`src/rtl/control_unit_mc_if.sv`:
```
// ---------------------------------------------------------------------------
// control_unit_mc_if
//   Instruction handshake between fetch (master) and the multi-cycle
//   controller (slave).
//   instr        : instruction word, sampled on the accept edge
//   instr_valid  : fetch presents instr
//   instr_ready  : controller can take an instruction this cycle
// ---------------------------------------------------------------------------
interface control_unit_mc_if #(
    parameter int INSTR_WIDTH = 32
);
    logic [INSTR_WIDTH-1:0] instr;
    logic                   instr_valid;
    logic                   instr_ready;

    modport master (
        output instr,
        output instr_valid,
        input  instr_ready
    );

    modport slave (
        input  instr,
        input  instr_valid,
        output instr_ready
    );
endinterface

```
`src/rtl/control_unit_mc.sv`:
```
// ---------------------------------------------------------------------------
// control_unit_mc
//   Multi-cycle RV32I ALU-op controller. Accepts one instruction over the
//   bus handshake and sequences DECODE -> EXECUTE (EX_CYCLES) -> WRITEBACK.
//   Ports:
//     clk, rst      : clock, synchronous active-high reset
//     bus (slave)   : instr / instr_valid in, instr_ready out
//     rd_addr       : destination register (instr[11:7])
//     data_imm_sel  : 0 = ALU B from rs2, 1 = from immediate
//     alu_op        : 0 NOP,1 ADD,2 SUB,3 OR,4 AND,5 XOR,6 SLL,7 SRL,
//                     8 SRA,9 SLT,10 SLTU (upper bits zero)
//     alu_en        : high in every EXECUTE cycle
//     reg_wen       : high in the WRITEBACK cycle
//     done          : pulse in WRITEBACK, or in DECODE for an illegal op
//     illegal       : pulse in DECODE for an unsupported encoding
//   All outputs are registered. Each output flop is loaded with the value
//   the next state requires, so it is valid for the whole cycle the FSM
//   spends in that state.
// ---------------------------------------------------------------------------
module control_unit_mc #(
    parameter int INSTR_WIDTH  = 32,
    parameter int ALU_OP_WIDTH = 4,
    parameter int EX_CYCLES    = 1
) (
    input  logic                    clk,
    input  logic                    rst,
    control_unit_mc_if.slave        bus,
    output logic [4:0]              rd_addr,
    output logic                    data_imm_sel,
    output logic [ALU_OP_WIDTH-1:0] alu_op,
    output logic                    alu_en,
    output logic                    reg_wen,
    output logic                    done,
    output logic                    illegal
);

    typedef enum logic [1:0] {
        S_IDLE,
        S_DECODE,
        S_EXECUTE,
        S_WRITEBACK
    } state_t;

    localparam logic [6:0] OPC_R = 7'b0110011;
    localparam logic [6:0] OPC_I = 7'b0010011;
    localparam logic [6:0] F7_Z  = 7'b0000000;
    localparam logic [6:0] F7_A  = 7'b0100000;

    localparam logic [3:0] OP_NOP  = 4'd0;
    localparam logic [3:0] OP_ADD  = 4'd1;
    localparam logic [3:0] OP_SUB  = 4'd2;
    localparam logic [3:0] OP_OR   = 4'd3;
    localparam logic [3:0] OP_AND  = 4'd4;
    localparam logic [3:0] OP_XOR  = 4'd5;
    localparam logic [3:0] OP_SLL  = 4'd6;
    localparam logic [3:0] OP_SRL  = 4'd7;
    localparam logic [3:0] OP_SRA  = 4'd8;
    localparam logic [3:0] OP_SLT  = 4'd9;
    localparam logic [3:0] OP_SLTU = 4'd10;

    localparam logic [3:0] EX_LAST = 4'(EX_CYCLES - 1);

    // Instruction fields
    logic [INSTR_WIDTH-1:0] instr_w;
    logic [6:0]             opcode;
    logic [2:0]             funct3;
    logic [6:0]             funct7;
    logic                   unused_lo;

    assign instr_w   = bus.instr;
    assign opcode    = instr_w[6:0];
    assign funct3    = instr_w[14:12];
    assign funct7    = instr_w[31:25];
    // rs1/rs2/imm bits are routed to the datapath elsewhere.
    assign unused_lo = ^instr_w[24:15];

    genvar gi;
    generate
        for (gi = 32; gi < INSTR_WIDTH; gi++) begin : g_unused_hi
            logic unused_hi;
            assign unused_hi = instr_w[gi];
        end
    endgenerate

    // Combinational decode of the word on the bus; it is captured on the
    // accept edge so the decoded fields are already valid during DECODE.
    logic       dec_legal;
    logic [3:0] dec_op;

    always_comb begin
        dec_legal = 1'b0;
        dec_op    = OP_NOP;
        if (opcode == OPC_R) begin
            unique case ({funct7, funct3})
                {F7_Z, 3'b000}: begin dec_legal = 1'b1; dec_op = OP_ADD;  end
                {F7_Z, 3'b001}: begin dec_legal = 1'b1; dec_op = OP_SLL;  end
                {F7_Z, 3'b010}: begin dec_legal = 1'b1; dec_op = OP_SLT;  end
                {F7_Z, 3'b011}: begin dec_legal = 1'b1; dec_op = OP_SLTU; end
                {F7_Z, 3'b100}: begin dec_legal = 1'b1; dec_op = OP_XOR;  end
                {F7_Z, 3'b101}: begin dec_legal = 1'b1; dec_op = OP_SRL;  end
                {F7_Z, 3'b110}: begin dec_legal = 1'b1; dec_op = OP_OR;   end
                {F7_Z, 3'b111}: begin dec_legal = 1'b1; dec_op = OP_AND;  end
                {F7_A, 3'b000}: begin dec_legal = 1'b1; dec_op = OP_SUB;  end
                {F7_A, 3'b101}: begin dec_legal = 1'b1; dec_op = OP_SRA;  end
                default:        begin dec_legal = 1'b0; dec_op = OP_NOP;  end
            endcase
        end else if (opcode == OPC_I) begin
            unique case (funct3)
                3'b000: begin dec_legal = 1'b1; dec_op = OP_ADD;  end
                3'b010: begin dec_legal = 1'b1; dec_op = OP_SLT;  end
                3'b011: begin dec_legal = 1'b1; dec_op = OP_SLTU; end
                3'b100: begin dec_legal = 1'b1; dec_op = OP_XOR;  end
                3'b110: begin dec_legal = 1'b1; dec_op = OP_OR;   end
                3'b111: begin dec_legal = 1'b1; dec_op = OP_AND;  end
                // Shifts use funct7 as part of the opcode.
                3'b001: begin
                    dec_legal = (funct7 == F7_Z);
                    dec_op    = dec_legal ? OP_SLL : OP_NOP;
                end
                default: begin
                    if (funct7 == F7_Z) begin
                        dec_legal = 1'b1;
                        dec_op    = OP_SRL;
                    end else if (funct7 == F7_A) begin
                        dec_legal = 1'b1;
                        dec_op    = OP_SRA;
                    end else begin
                        dec_legal = 1'b0;
                        dec_op    = OP_NOP;
                    end
                end
            endcase
        end
    end

    // State and registered outputs
    state_t     state_q, state_d;
    logic [3:0] ex_cnt_q, ex_cnt_d;
    logic [4:0] rd_addr_q, rd_addr_d;
    logic       imm_sel_q, imm_sel_d;
    logic [3:0] alu_op_q, alu_op_d;
    logic       instr_ready_q, instr_ready_d;
    logic       alu_en_q, alu_en_d;
    logic       reg_wen_q, reg_wen_d;
    logic       done_q, done_d;
    logic       illegal_q, illegal_d;

    always_comb begin
        state_d       = state_q;
        ex_cnt_d      = ex_cnt_q;
        rd_addr_d     = rd_addr_q;
        imm_sel_d     = imm_sel_q;
        alu_op_d      = alu_op_q;
        instr_ready_d = instr_ready_q;
        alu_en_d      = 1'b0;
        reg_wen_d     = 1'b0;
        done_d        = 1'b0;
        illegal_d     = 1'b0;

        unique case (state_q)
            S_IDLE: begin
                if (bus.instr_valid && instr_ready_q) begin
                    state_d       = S_DECODE;
                    rd_addr_d     = instr_w[11:7];
                    imm_sel_d     = (opcode == OPC_I);
                    alu_op_d      = dec_op;
                    illegal_d     = !dec_legal;
                    done_d        = !dec_legal;
                    instr_ready_d = 1'b0;
                end
            end
            S_DECODE: begin
                // illegal_q doubles as the legality record of this instr.
                if (illegal_q) begin
                    state_d       = S_IDLE;
                    instr_ready_d = 1'b1;
                end else begin
                    state_d  = S_EXECUTE;
                    ex_cnt_d = 4'd0;
                    alu_en_d = 1'b1;
                end
            end
            S_EXECUTE: begin
                if (ex_cnt_q == EX_LAST) begin
                    state_d   = S_WRITEBACK;
                    reg_wen_d = 1'b1;
                    done_d    = 1'b1;
                end else begin
                    ex_cnt_d = ex_cnt_q + 4'd1;
                    alu_en_d = 1'b1;
                end
            end
            default: begin
                state_d       = S_IDLE;
                instr_ready_d = 1'b1;
            end
        endcase
    end

    always_ff @(posedge clk) begin
        if (rst) begin
            state_q       <= S_IDLE;
            ex_cnt_q      <= 4'd0;
            rd_addr_q     <= 5'd0;
            imm_sel_q     <= 1'b0;
            alu_op_q      <= OP_NOP;
            instr_ready_q <= 1'b1;
            alu_en_q      <= 1'b0;
            reg_wen_q     <= 1'b0;
            done_q        <= 1'b0;
            illegal_q     <= 1'b0;
        end else begin
            state_q       <= state_d;
            ex_cnt_q      <= ex_cnt_d;
            rd_addr_q     <= rd_addr_d;
            imm_sel_q     <= imm_sel_d;
            alu_op_q      <= alu_op_d;
            instr_ready_q <= instr_ready_d;
            alu_en_q      <= alu_en_d;
            reg_wen_q     <= reg_wen_d;
            done_q        <= done_d;
            illegal_q     <= illegal_d;
        end
    end

    assign bus.instr_ready = instr_ready_q;
    assign rd_addr         = rd_addr_q;
    assign data_imm_sel    = imm_sel_q;
    assign alu_op          = ALU_OP_WIDTH'(alu_op_q);
    assign alu_en          = alu_en_q;
    assign reg_wen         = reg_wen_q;
    assign done            = done_q;
    assign illegal         = illegal_q;

endmodule

```
`src/flat_wrapper.sv`:
```
// flat-port wrapper written by rule: the top's interface ports become plain ports
module control_unit_mc_flat 
#(
    parameter int INSTR_WIDTH  = 32,
    parameter int ALU_OP_WIDTH = 4,
    parameter int EX_CYCLES    = 1
)
  (clk, rst, rd_addr, data_imm_sel, alu_op, alu_en, reg_wen, done, illegal, bus_instr, bus_instr_valid, bus_instr_ready);
  control_unit_mc_if #(.INSTR_WIDTH(INSTR_WIDTH)) bus_i ();
  input  logic clk;
  input  logic rst;
  output logic [4:0] rd_addr;
  output logic data_imm_sel;
  output logic [ALU_OP_WIDTH-1:0] alu_op;
  output logic alu_en;
  output logic reg_wen;
  output logic done;
  output logic illegal;
  input wire logic [$bits(bus_i.instr)-1:0] bus_instr;
  input wire logic [$bits(bus_i.instr_valid)-1:0] bus_instr_valid;
  output wire logic [$bits(bus_i.instr_ready)-1:0] bus_instr_ready;
  assign bus_i.instr = bus_instr;
  assign bus_i.instr_valid = bus_instr_valid;
  assign bus_instr_ready = bus_i.instr_ready;
  control_unit_mc #(.INSTR_WIDTH(INSTR_WIDTH), .ALU_OP_WIDTH(ALU_OP_WIDTH), .EX_CYCLES(EX_CYCLES)) u_core (.clk(clk), .rst(rst), .bus(bus_i), .rd_addr(rd_addr), .data_imm_sel(data_imm_sel), .alu_op(alu_op), .alu_en(alu_en), .reg_wen(reg_wen), .done(done), .illegal(illegal));
endmodule
```
`config.mk`:
```
export PLATFORM = sky130hd
export DESIGN_NAME = control_unit_mc_flat
export DESIGN_NICKNAME = d
export VERILOG_FILES = /design/src/rtl/control_unit_mc_if.sv /design/src/rtl/control_unit_mc.sv /design/src/flat_wrapper.sv
export SDC_FILE = /design/constraint.sdc
export NUM_CORES = 1
export LEC_CHECK = 0
export CELL_PAD_IN_SITES_DETAIL_PLACEMENT = 0
export CELL_PAD_IN_SITES_GLOBAL_PLACEMENT = 1
export CORE_MARGIN = 3
export CORE_UTILIZATION = 31
export CTS_BUF_LIST = sky130_fd_sc_hd__clkbuf_8
export DETAILED_ROUTE_END_ITERATION = 7
export GPL_TIMING_DRIVEN = 0
export PLACE_DENSITY = 0.87
export SYNTH_ARGS = -nofsm -noshare
export SYNTH_HDL_FRONTEND = slang
export SYNTH_SLANG_ARGS = --single-unit
export TNS_END_PERCENT = 30
```
`constraint.sdc`:
```
create_clock -name clk -period 1.8 [get_ports clk]
set_input_delay 0.36 -clock clk [delete_from_list [all_inputs] [get_ports clk]]
set_output_delay 0.36 -clock clk [all_outputs]
set_load 0.03 [all_outputs]
```
==> reports/qor.csv <==
metric,value,unit
status,"finished, final reports clean",
pin count of the biggest net entering global routing,13,
max-cap violations,0,
clk_skew,0.00236,ns
Seq cells post-synth,21,
Leakage,0.614,nW
Die Wd,67.4,um
DR WL/cell,12.2,um
Root Buffer,clkbuf_8,
DRT iter0 DRCs,48,
Worst-Skew Late Latency,0.26,ns
Clock transition at path regs,0.08,ns
Least-Margin Pin Slew,0.502,ns
fin crit period,1.79,ns
top sig layer,met4,
Post-synth top flop,dfxtp_1,
CP Max Fanout,7,
startpoint types,input port,
Hold Buf Count CTS,0,
Max Root-Sink Buffers,2,
Final Max Slew Viols,0,
io pins,50,
"top cells by area, synth","dfxtp_1 36%, ha_1 6.4%, nand2_1 5.8%",
CP Class,input port to register,
CTS tree,yes,
post-synth top area share,35.9,%
DR WL met2,1330,um
CTS Buf Count,3,
Total GRT Usage,13.6,%
Peak VDD IR,0.361,mV
Max H-tree Level,1,
number of flops mapped to enable cells by yosys,0,
Hold Fails Final Rpt,0,
vias in the first global route,1059,
Cell Pwr Density,1150,nW/um^2
Via density,4.98,
Critical Path End Type,register,
die area,4550,um^2
Synth area leader,dfxtp_1,
count of warnings emitted by yosys,0,
Rel. slew slack,66.5,%
initial antenna violation count,0,
row count,21,
Non-Filler Instances,228,
final period utilization,99.7,%
CTS sink cnt,21,
first-pass GRT wire length,4750,um
area delta synth->final,40.6,%
"Data required, critical path",2.00,ns
Setup Viol. Count Final,0,
drt pass-1 iters,4,
register area,420,um^2
"Arr. time, crit path",1.99,ns
ant diodes,0,
Initial Util,33.5,%
Mapped Nets,184,
ANT nets after route,0,
WL met3,141,um
core area,3490,um^2
sequential-to-total area share from yosys stat,35.9,%
Buffers on Ports,35,
Setup TNS Final,0,ns
final routed DRC violation total,0,
Fill cells,335,
Die Ht,67.4,um
Final Routed Wirelength,2790,um
Cells after Synth,143,
ys async rst share,0,%
Final GP Congestion,0.841,
count of cell types in the netlist,41,
mapped cell area,1170,um^2
Post-Synthesis Mean Instance Area,8.18,um^2
DR vias,1135,
hpwl dp,2250,um
Placed Instances,224,
Multi-input gate area,704,um^2
WL met1,1260,um
share of post-route cells with drive strength above 1,7.69,%
RSZ-0062 raised after global routing,true,
nets@finish,224,
hold crit path type,register to register,
maximum clock rate,557,MHz
remaining global-route overflow,0,
[critical path, stage by stage]
cell             delay (ns)
clkdlybuf4s50_1        0.39
or4_4                  0.51
buf_6                  0.15
o41ai_2                0.30
nand4_1                0.14
a21oi_1                0.14
[placed cells by master, fill, tap and decap left out, types with 3 or more instances in the layout]
cell type        instances
nor2_1                  12
a21oi_1                 13
dfxtp_1                 21
clkbuf_8                 3
nand3_1                  5
nand2_1                 18
nor3_1                   3
inv_1                    9
nand2b_1                 6
nand3b_1                 3
clkdlybuf4s50_1         34
xor2_1                   3
clkbuf_1                 6
o21ai_0                  3
ha_1                     6
[final cells by class]
| type | count | area share [%] |
|---|---|---|
| multi-input combinational | 106 | 42.8 |
| sequential | 21 | 25.6 |
| timing repair buffer | 35 | 21.2 |
| tap | 46 | 3.50 |
| clock buffer | 3 | 2.51 |
| buffer | 7 | 2.05 |
| inverter | 9 | 2.05 |
| clock inverter | 1 | 0.304 |
[flip-flops by register name, indices dropped and copies added, names as in the netlist, 2 cells and up]
| signal | cells |
|---|---|
| u_core.rd_addr | 5 |
| u_core.alu_op | 4 |
| u_core.ex_cnt_q | 4 |
| u_core.state_q | 2 |
[routing by layer]
metal  track usage (%)  vias to the layer above
met5                 0                        -
met4              6.84                        0
met2              22.6                       27
met3              2.33                        4
li1                  -                      576
met1              17.0                      528
[cells by family after synthesis]
logic type / Yosys count / synth area share [%]
compound gates: 34 / 19.1
xor+xnor: 4 / 3.00
fa+ha+maj: 6 / 6.42
buf+inv: 16 / 5.77
flops: 21 / 35.9
mux: 2 / 1.71
simple gates: 60 / 28.0
[power breakdown]
| group | leakage [nW] | internal [mW] | switching [mW] |
|---|---|---|---|
| logic | 0.417 | 0.395 | 0.553 |
| clock network | 0.0255 | 0.154 | 0.158 |
| registers | 0.171 | 0.566 | 0.0672 |
| total | 0.614 | 1.11 | 0.778 |
[through the flow]
step	setup WS [ns]	total power [mW]	util (%)	cell area (um^2)	hold WS, ns
after floorplan	0.141	1.26	-	1170	0.461
after global placement	-0.366	1.54	45.1	1580	0.442
after detailed placement	-0.367	1.58	45.1	1580	0.449
after CTS	-0.000369	1.90	46.8	1640	0.461
after global routing	-0.0892	2.05	47.1	1650	0.491
final	0.00539	1.89	47.1	1650	0.455
[cells in the mapped netlist, types with 2 or more instances]
library cell  instances
dfxtp_1              21
nand2_1              18
a21oi_1              13
nor2_1               12
inv_1                 9
clkbuf_1              6
ha_1                  6
nand2b_1              6
nand3_1               5
nor3_1                4
o21ai_0               4
nand3b_1              3
xor2_1                3
a211oi_1              2
a21boi_0              2
and2_1                2
mux2i_1               2
nand4bb_1             2
[worst paths after layout]
path                      start                 to  slack (ns)  cells past startpoint
max               bus_instr[26]   u_core.alu_op[0]       0.005                      6
min           u_core.rd_addr[4]  u_core.rd_addr[4]        0.46                      2
max reg2reg  u_core.ex_cnt_q[0]  u_core.state_q[1]        0.11                      6
min reg2reg   u_core.rd_addr[4]  u_core.rd_addr[4]        0.46                      2
[repair_timing]
item | CTS | global route
resized for setup | 4 | 3
endpoints found under the setup margin | 5 | 11
pin swaps | 5 | 1
setup buffers | 0 | 0
Power figures use the tool's default switching activity.
